## src/rtl/id_scan_if.sv

```systemverilog
// Character-stream bus for the identifier scanner: stimulus side is master, scanner is slave.
interface id_scan_if #(
    parameter int unsigned LEN_W = 4,
    parameter int unsigned CNT_W = 8
);
    logic [7:0]       char;
    logic             char_valid;
    logic             match;
    logic             tok_done;
    logic [LEN_W-1:0] tok_len;
    logic [CNT_W-1:0] match_cnt;

    modport master (
        output char, char_valid,
        input  match, tok_done, tok_len, match_cnt
    );

    modport slave (
        input  char, char_valid,
        output match, tok_done, tok_len, match_cnt
    );
endinterface

```

## src/rtl/id_scan_fsm.sv

```systemverilog
// Identifier scanner: accepts tokens of the form letters{MIN_ALPHA,} digits{1,}
// bounded by separators, at most MAX_LEN characters long. Reports each valid
// token with a one-cycle tok_done pulse, its length, and a saturating count.
// Optional build macro: ID_UNDERSCORE_EN classes '_' (code 95) as a letter.
module id_scan_fsm #(
    parameter int unsigned MIN_ALPHA = 1,
    parameter int unsigned MAX_LEN   = 15,
    parameter int unsigned LEN_W     = 4,
    parameter int unsigned CNT_W     = 8
) (
    input  logic        clk,
    input  logic        rst_n,
    id_scan_if.slave    bus
);

    typedef enum logic [1:0] {
        ST_IDLE  = 2'd0,
        ST_ALPHA = 2'd1,
        ST_DIGIT = 2'd2,
        ST_BAD   = 2'd3
    } state_e;

    localparam logic [LEN_W-1:0] MAX_L = LEN_W'(MAX_LEN);
    localparam logic [LEN_W-1:0] MIN_A = LEN_W'(MIN_ALPHA);
    localparam logic [LEN_W-1:0] ONE_L = LEN_W'(1);
    localparam logic [CNT_W-1:0] CNT_MAX = {CNT_W{1'b1}};

    state_e           state_q, state_d;
    logic [LEN_W-1:0] alen_q, alen_d;
    logic [LEN_W-1:0] len_q, len_d;
    logic             match_q, match_d;
    logic             tok_done_q, tok_done_d;
    logic [LEN_W-1:0] tok_len_q, tok_len_d;
    logic [CNT_W-1:0] match_cnt_q, match_cnt_d;

    logic is_letter;
    logic is_digit;
    logic len_full;

    // Character classification; anything not a letter or digit is a separator.
    always_comb begin
        is_letter = ((bus.char >= 8'd65) && (bus.char <= 8'd90)) ||
                    ((bus.char >= 8'd97) && (bus.char <= 8'd122));
`ifdef ID_UNDERSCORE_EN
        if (bus.char == 8'd95) begin
            is_letter = 1'b1;
        end
`else
`endif
        is_digit = (bus.char >= 8'd48) && (bus.char <= 8'd57);
        len_full = (len_q >= MAX_L);
    end

    // State register with alpha and token length counters.
    always_ff @(posedge clk) begin
        if (!rst_n) begin
            state_q <= ST_IDLE;
            alen_q  <= '0;
            len_q   <= '0;
        end else begin
            state_q <= state_d;
            alen_q  <= alen_d;
            len_q   <= len_d;
        end
    end

    // Next-state and counter update; only consumed characters advance the scan.
    always_comb begin
        state_d = state_q;
        alen_d  = alen_q;
        len_d   = len_q;
        if (bus.char_valid) begin
            unique case (state_q)
                ST_IDLE: begin
                    if (is_letter) begin
                        state_d = ST_ALPHA;
                        alen_d  = ONE_L;
                        len_d   = ONE_L;
                    end else if (is_digit) begin
                        state_d = ST_BAD;
                    end
                end
                ST_ALPHA: begin
                    if (is_letter) begin
                        if (len_full) begin
                            state_d = ST_BAD;
                        end else begin
                            len_d  = len_q + ONE_L;
                            alen_d = (alen_q < MAX_L) ? alen_q + ONE_L : alen_q;
                        end
                    end else if (is_digit) begin
                        if (len_full || (alen_q < MIN_A)) begin
                            state_d = ST_BAD;
                        end else begin
                            state_d = ST_DIGIT;
                            len_d   = len_q + ONE_L;
                        end
                    end else begin
                        state_d = ST_IDLE;
                        alen_d  = '0;
                        len_d   = '0;
                    end
                end
                ST_DIGIT: begin
                    if (is_digit) begin
                        if (len_full) begin
                            state_d = ST_BAD;
                        end else begin
                            len_d = len_q + ONE_L;
                        end
                    end else if (is_letter) begin
                        state_d = ST_BAD;
                    end else begin
                        state_d = ST_IDLE;
                        alen_d  = '0;
                        len_d   = '0;
                    end
                end
                ST_BAD: begin
                    if (!is_letter && !is_digit) begin
                        state_d = ST_IDLE;
                        alen_d  = '0;
                        len_d   = '0;
                    end
                end
                default: begin
                    state_d = ST_IDLE;
                    alen_d  = '0;
                    len_d   = '0;
                end
            endcase
        end
    end

    // Output next values: token-end pulse, held length, saturating match count.
    always_comb begin
        match_d     = (state_d == ST_DIGIT);
        tok_done_d  = 1'b0;
        tok_len_d   = tok_len_q;
        match_cnt_d = match_cnt_q;
        if (bus.char_valid && (state_q == ST_DIGIT) && !is_letter && !is_digit) begin
            tok_done_d = 1'b1;
            tok_len_d  = len_q;
            if (match_cnt_q != CNT_MAX) begin
                match_cnt_d = match_cnt_q + CNT_W'(1);
            end
        end
    end

    // Output registers.
    always_ff @(posedge clk) begin
        if (!rst_n) begin
            match_q     <= 1'b0;
            tok_done_q  <= 1'b0;
            tok_len_q   <= '0;
            match_cnt_q <= '0;
        end else begin
            match_q     <= match_d;
            tok_done_q  <= tok_done_d;
            tok_len_q   <= tok_len_d;
            match_cnt_q <= match_cnt_d;
        end
    end

    assign bus.match     = match_q;
    assign bus.tok_done  = tok_done_q;
    assign bus.tok_len   = tok_len_q;
    assign bus.match_cnt = match_cnt_q;

endmodule
```

## src/flat_wrapper.sv

```systemverilog
// flat-port wrapper written by rule: the top's interface ports become plain ports
module id_scan_fsm_flat 
#(
    parameter int unsigned MIN_ALPHA = 1,
    parameter int unsigned MAX_LEN   = 15,
    parameter int unsigned LEN_W     = 4,
    parameter int unsigned CNT_W     = 8
)
  (clk, rst_n, bus_char, bus_char_valid, bus_match, bus_tok_done, bus_tok_len, bus_match_cnt);
  id_scan_if #(.LEN_W(LEN_W), .CNT_W(CNT_W)) bus_i ();
  input  logic clk;
  input  logic rst_n;
  input wire logic [$bits(bus_i.char)-1:0] bus_char;
  input wire logic [$bits(bus_i.char_valid)-1:0] bus_char_valid;
  output wire logic [$bits(bus_i.match)-1:0] bus_match;
  output wire logic [$bits(bus_i.tok_done)-1:0] bus_tok_done;
  output wire logic [$bits(bus_i.tok_len)-1:0] bus_tok_len;
  output wire logic [$bits(bus_i.match_cnt)-1:0] bus_match_cnt;
  assign bus_i.char = bus_char;
  assign bus_i.char_valid = bus_char_valid;
  assign bus_match = bus_i.match;
  assign bus_tok_done = bus_i.tok_done;
  assign bus_tok_len = bus_i.tok_len;
  assign bus_match_cnt = bus_i.match_cnt;
  id_scan_fsm #(.MIN_ALPHA(MIN_ALPHA), .MAX_LEN(MAX_LEN), .LEN_W(LEN_W), .CNT_W(CNT_W)) u_core (.clk(clk), .rst_n(rst_n), .bus(bus_i));
endmodule
```

## config.mk

```make
export PLATFORM = sky130hd
export DESIGN_NAME = id_scan_fsm_flat
export DESIGN_NICKNAME = d
export VERILOG_FILES = /design/src/rtl/id_scan_if.sv /design/src/rtl/id_scan_fsm.sv /design/src/flat_wrapper.sv
export SDC_FILE = /design/constraint.sdc
export NUM_CORES = 1
export LEC_CHECK = 0
export BUFFER_PORTS_ARGS = -buffer_cell sky130_fd_sc_hd__buf_2
export CAP_MARGIN = 25
export CELL_PAD_IN_SITES_DETAIL_PLACEMENT = 1
export CELL_PAD_IN_SITES_GLOBAL_PLACEMENT = 1
export CORE_UTILIZATION = 37
export CTS_CLUSTER_SIZE = 12
export DETAILED_ROUTE_END_ITERATION = 10
export GPL_TIMING_DRIVEN = 0
export PLACE_DENSITY_LB_ADDON = 0.1
export SLEW_MARGIN = 25
export SYNTH_ARGS = -nofsm -noshare
export SYNTH_HDL_FRONTEND = slang
export SYNTH_SLANG_ARGS = --single-unit
```

## constraint.sdc

```tcl
create_clock -name clk -period 2.25 [get_ports clk]
set_input_delay 0 -clock clk [delete_from_list [all_inputs] [get_ports clk]]
set_output_delay 0 -clock clk [all_outputs]
set_load 0.02 [all_outputs]
```

==> insert_results.sql <==
INSERT INTO impl_metrics (metric_group, metric, value, unit) VALUES
('clocking', 'cts_sinks', '24', ''),
('detailed_routing', 'postRouteAntennaNets', '0', ''),
('clocking', 'clock_h_tree_levels', '1', ''),
('status', 'status', 'finished, final reports clean', ''),
('detailed_routing', 'drt_pre_antenna_iters', '4', ''),
('clocking', 'insertion_delay', '0.27', 'ns'),
('worst_setup_path', 'crit_path_start_kind', 'flip-flop', ''),
('placement', 'hpwl', '2890', 'um'),
('synthesis', 'yosys_most_used_dff', 'sky130_fd_sc_hd__dfxtp_1', ''),
('hold_path', 'min-delay-path-class', 'in2reg', ''),
('floorplanning', 'design.core.area', '3720', 'um2'),
('floorplanning', 'fp.dieArea', '4160', 'um2'),
('layout', 'area_delta_synth_final', '22.3', '%'),
('timing', 'finalHoldViolCount', '0', ''),
('grt', 'vias_in_the_first_global_route', '1434', ''),
('placement', 'placement.cell_area', '1620', 'um2'),
('timing', 'maxClockFrequency', '0.462', 'GHz'),
('timing', 'slew_headroom', '0.502', ''),
('floorplanning', 'die_height', '64.5', 'um'),
('floorplanning', 'boundaryPins', '25', ''),
('grt', 'grt_start_max_net_pins', '14', ''),
('placement', 'rd_place_congestion', '0.855', ''),
('run', 'maxCapViolCount', '0', ''),
('grt', 'grt_usage', '0.202', ''),
('layout', 'fillCellCount', '496', ''),
('detailed_routing', 'detail_route.vias_per_cell', '5.73', ''),
('timing', 'fin_worst_skew', '0.00376', 'ns'),
('layout', 'postLayoutCellArea', '1770', 'um2'),
('worst_setup_path', 'cp.required', '2.45', 'ns'),
('clocking', 'clock_path_buffers', '2', ''),
('timing', 'pins_over_slew_limit', '0', ''),
('synthesis', 'synthesis.area', '1450', 'um2'),
('clocking', 'tritoncts.num_buffers', '3', ''),
('synthesis', 'ys_warns', '0', ''),
('worst_setup_path', 'crit_path_end_kind', 'flip-flop', ''),
('detailed_routing', 'detail_route.wirelength', '3870', 'um'),
('timing', 'report.final.setup_viol', '0', ''),
('pwr', 'ir_drop', '0.203', 'mV'),
('clocking', 'clock_tree.root_cell', 'sky130_fd_sc_hd__clkbuf_8', ''),
('synthesis', 'avgSynthCellArea', '8.12', 'um2'),
('synthesis', 'syn-num-nets', '193', ''),
('pwr', 'leakagePower', '0.719', 'nW'),
('grt', 'gr-total-overflow', '0', ''),
('placement', 'placement.setup.worst_slack', '-0.174', 'ns'),
('timing', 'slew_worst_pin', '0.741', 'ns'),
('synthesis', 'async_s_r_ff_share_synth', '0', ''),
('worst_setup_path', 'arrival', '2.37', 'ns'),
('synthesis', 'synth_cells', '178', ''),
('layout', 'proportion_of_layout_cells_with_a_drive_suffix_above_1', '0.231', ''),
('timing', 'finalCriticalPeriod', '2.16', 'ns'),
('floorplanning', 'initial_core_util', '0.389', ''),
('timing', 'fin_hold_ws', '0.121', 'ns'),
('timing', 'worst_slack', '0.0859', 'ns'),
('layout', 'nets', '228', ''),
('detailed_routing', 'drc', '0', ''),
('synthesis', 'synth_edf_count', '0', ''),
('detailed_routing', 'num_vias', '1490', ''),
('floorplanning', 'die_width', '64.5', 'um'),
('worst_setup_path', 'setup.worst_path.class', 'reg2reg', ''),
('layout', 'diodes', '0', ''),
('clocking', 'cts_hold_buf', '0', ''),
('timing', 'period_share', '0.962', ''),
('detailed_routing', 'drt-initial-drc-count', '55', ''),
('detailed_routing', 'route.detailed.wl_per_inst', '14.9', 'um'),
('clocking', 'tritoncts_clock_tree', 'built', ''),
('placement', 'io_buffer_count', '23', ''),
('pwr', 'cellPowerDensity', '508', 'nW/um2'),
('grt', 'first_pass_grt_wire_length', '6450', 'um'),
('clocking', 'worst_setup_hold_path_clk_slew', '0.09', 'ns'),
('grt', 'antenna_found_initial', '0', ''),
('synthesis', 'ys_seq_elements', '24', ''),
('worst_setup_path', 'largest_fanout_of_any_net_on_the_critical_path', '6', ''),
('synthesis', 'yosysUniqueCellTypes', '55', ''),
('synthesis', 'synth_seq_area_share', '0.332', ''),
('floorplanning', 'total_number_of_placement_rows', '22', '');
## flip-flops by register name, indices dropped and copies added, names as in the netlist
name,cells
u_core.bus.match,1
u_core.bus.match_cnt,8
u_core.bus.tok_len,4
u_core.len_q,4
u_core.alen_q,4
u_core.state_q,2
u_core.bus.tok_done,1
## what timing repair did
item,4_1_cts,5_1_grt
hold endpoints to repair,0,0
setup endpoints to repair,5,8
pin swaps,2,2
cloned,0,0
resized for setup,3,7
buffers inserted,5,2
## cell usage in the layout (no fill, tap or decap), types with 2 or more instances in the layout
cell type,n
sky130_fd_sc_hd__clkbuf_1,4
sky130_fd_sc_hd__o21ai_0,6
sky130_fd_sc_hd__buf_4,6
sky130_fd_sc_hd__a221o_1,2
sky130_fd_sc_hd__nand2_1,10
sky130_fd_sc_hd__ha_1,3
sky130_fd_sc_hd__nor2b_1,4
sky130_fd_sc_hd__clkbuf_8,4
sky130_fd_sc_hd__o22ai_1,2
sky130_fd_sc_hd__o31ai_1,2
sky130_fd_sc_hd__and2_1,2
sky130_fd_sc_hd__nor3b_1,4
sky130_fd_sc_hd__buf_2,25
sky130_fd_sc_hd__buf_6,2
sky130_fd_sc_hd__nor2_1,21
sky130_fd_sc_hd__nand3b_1,2
sky130_fd_sc_hd__or3_1,2
sky130_fd_sc_hd__dfxtp_1,22
sky130_fd_sc_hd__a21oi_1,10
sky130_fd_sc_hd__a211oi_1,3
sky130_fd_sc_hd__xnor2_1,4
sky130_fd_sc_hd__nand3_1,14
sky130_fd_sc_hd__a21boi_0,2
sky130_fd_sc_hd__inv_1,6
sky130_fd_sc_hd__or2_2,2
sky130_fd_sc_hd__mux2i_1,6
sky130_fd_sc_hd__nand2b_1,3
sky130_fd_sc_hd__nor3_1,4
## critical path, cell delays in order, from the launching register on
cell and delay (ns):
sky130_fd_sc_hd__dfxtp_4 0.38, sky130_fd_sc_hd__ha_4 0.18, sky130_fd_sc_hd__and3_2 0.25, sky130_fd_sc_hd__or3_1 0.35
sky130_fd_sc_hd__a31o_1 0.25, sky130_fd_sc_hd__a211oi_4 0.25, sky130_fd_sc_hd__buf_4 0.16, sky130_fd_sc_hd__buf_4 0.10
sky130_fd_sc_hd__nand3_1 0.07, sky130_fd_sc_hd__o21ai_1 0.11
## report_power, final
group,switching [mW],internal [mW]
Sequential,0.0130,0.435
Combinational,0.0844,0.0663
Clock,0.143,0.157
Total,0.240,0.658
## path summary, 6_finish.rpt
| kind | startpoint | to | slack [ns] | cells after the start |
|---|---|---|---|---|
| max | u_core.len_q[0]$_SDFFE_PN0P_ | u_core.len_q[0]$_SDFFE_PN0P_ | 0.09 | 9 |
| min | bus_char_valid | u_core.bus.match$_SDFF_PN0_ | 0.12 | 3 |
| min reg2reg | u_core.bus.match_cnt[5]$_SDFFE_PN0P_ | u_core.bus.match_cnt[5]$_SDFFE_PN0P_ | 0.49 | 2 |
| max reg2reg | u_core.len_q[0]$_SDFFE_PN0P_ | u_core.len_q[0]$_SDFFE_PN0P_ | 0.09 | 9 |
## stage by stage
| step | total power, mW | utilization | setup TNS (ns) | std cells |
|---|---|---|---|---|
| finish | 0.898 | 0.475 | 0 | 260 |
| CTS | 0.896 | 0.464 | 0 | 258 |
| floorplan | 0.541 | - | 0 | 178 |
| global route | 0.940 | 0.475 | -0.00456 | 260 |
| global placement | 0.577 | 0.436 | -0.229 | 249 |
| detailed placement | 0.583 | 0.436 | -0.485 | 249 |
## per-layer routing
metal	track usage	up-vias	wire [um]
met5	0	-	0
met4	0.0944	0	104
met3	0.0299	12	157
met2	0.347	48	1880
met1	0.245	710	1720
li1	-	720	-
## synth_stat cells (2+ instances only)
library cell,number,area share
sky130_fd_sc_hd__dfxtp_1,24,0.33
sky130_fd_sc_hd__or2_2,2,0.0087
sky130_fd_sc_hd__nand3_1,14,0.048
sky130_fd_sc_hd__o22ai_1,2,0.0087
sky130_fd_sc_hd__o31ai_1,2,0.010
sky130_fd_sc_hd__nor2b_1,5,0.022
sky130_fd_sc_hd__nor3b_1,4,0.021
sky130_fd_sc_hd__xnor2_1,4,0.024
sky130_fd_sc_hd__or3_1,2,0.0087
sky130_fd_sc_hd__nor3_1,4,0.014
sky130_fd_sc_hd__buf_2,2,0.0069
sky130_fd_sc_hd__a21boi_0,2,0.010
sky130_fd_sc_hd__mux2i_1,6,0.042
sky130_fd_sc_hd__o21ai_0,6,0.021
sky130_fd_sc_hd__a221o_1,2,0.014
sky130_fd_sc_hd__nor4_1,2,0.0087
sky130_fd_sc_hd__ha_1,4,0.035
sky130_fd_sc_hd__and2_1,2,0.0087
sky130_fd_sc_hd__inv_1,6,0.016
sky130_fd_sc_hd__nand2b_1,3,0.013
sky130_fd_sc_hd__a211oi_1,3,0.016
sky130_fd_sc_hd__a21oi_1,10,0.035
sky130_fd_sc_hd__nand3b_1,2,0.010
sky130_fd_sc_hd__and3_1,2,0.0087
sky130_fd_sc_hd__nor2_1,21,0.055
sky130_fd_sc_hd__nand2_1,10,0.026
sky130_fd_sc_hd__clkbuf_1,4,0.010
## kinds of logic (layout without fill, tap and decap cells)
logic type	Yosys count	after routing	synth area share
AND/OR/NAND/NOR	81	81	0.303
AO/OA/AOI/OAI	44	44	0.215
flip-flops	24	24	0.332
buffers and inverters	14	48	0.0433
multiplexers	6	6	0.0416
XOR/XNOR	5	5	0.0303
adder cells (fa/ha/maj)	4	4	0.0346
## cell type report
cell class                      instances  area, um2  share of cell area
Buffer                                  7       36.3              0.0205
Clock buffer                            4       55.1              0.0312
Inverter                                7       26.3              0.0149
Timing Repair Buffer                   30        171              0.0970
Tap cell                               48       60.1              0.0340
Multi-Input combinational cell        140        932               0.528
Sequential cell                        24        485               0.275
Power figures use the tool's default switching activity.
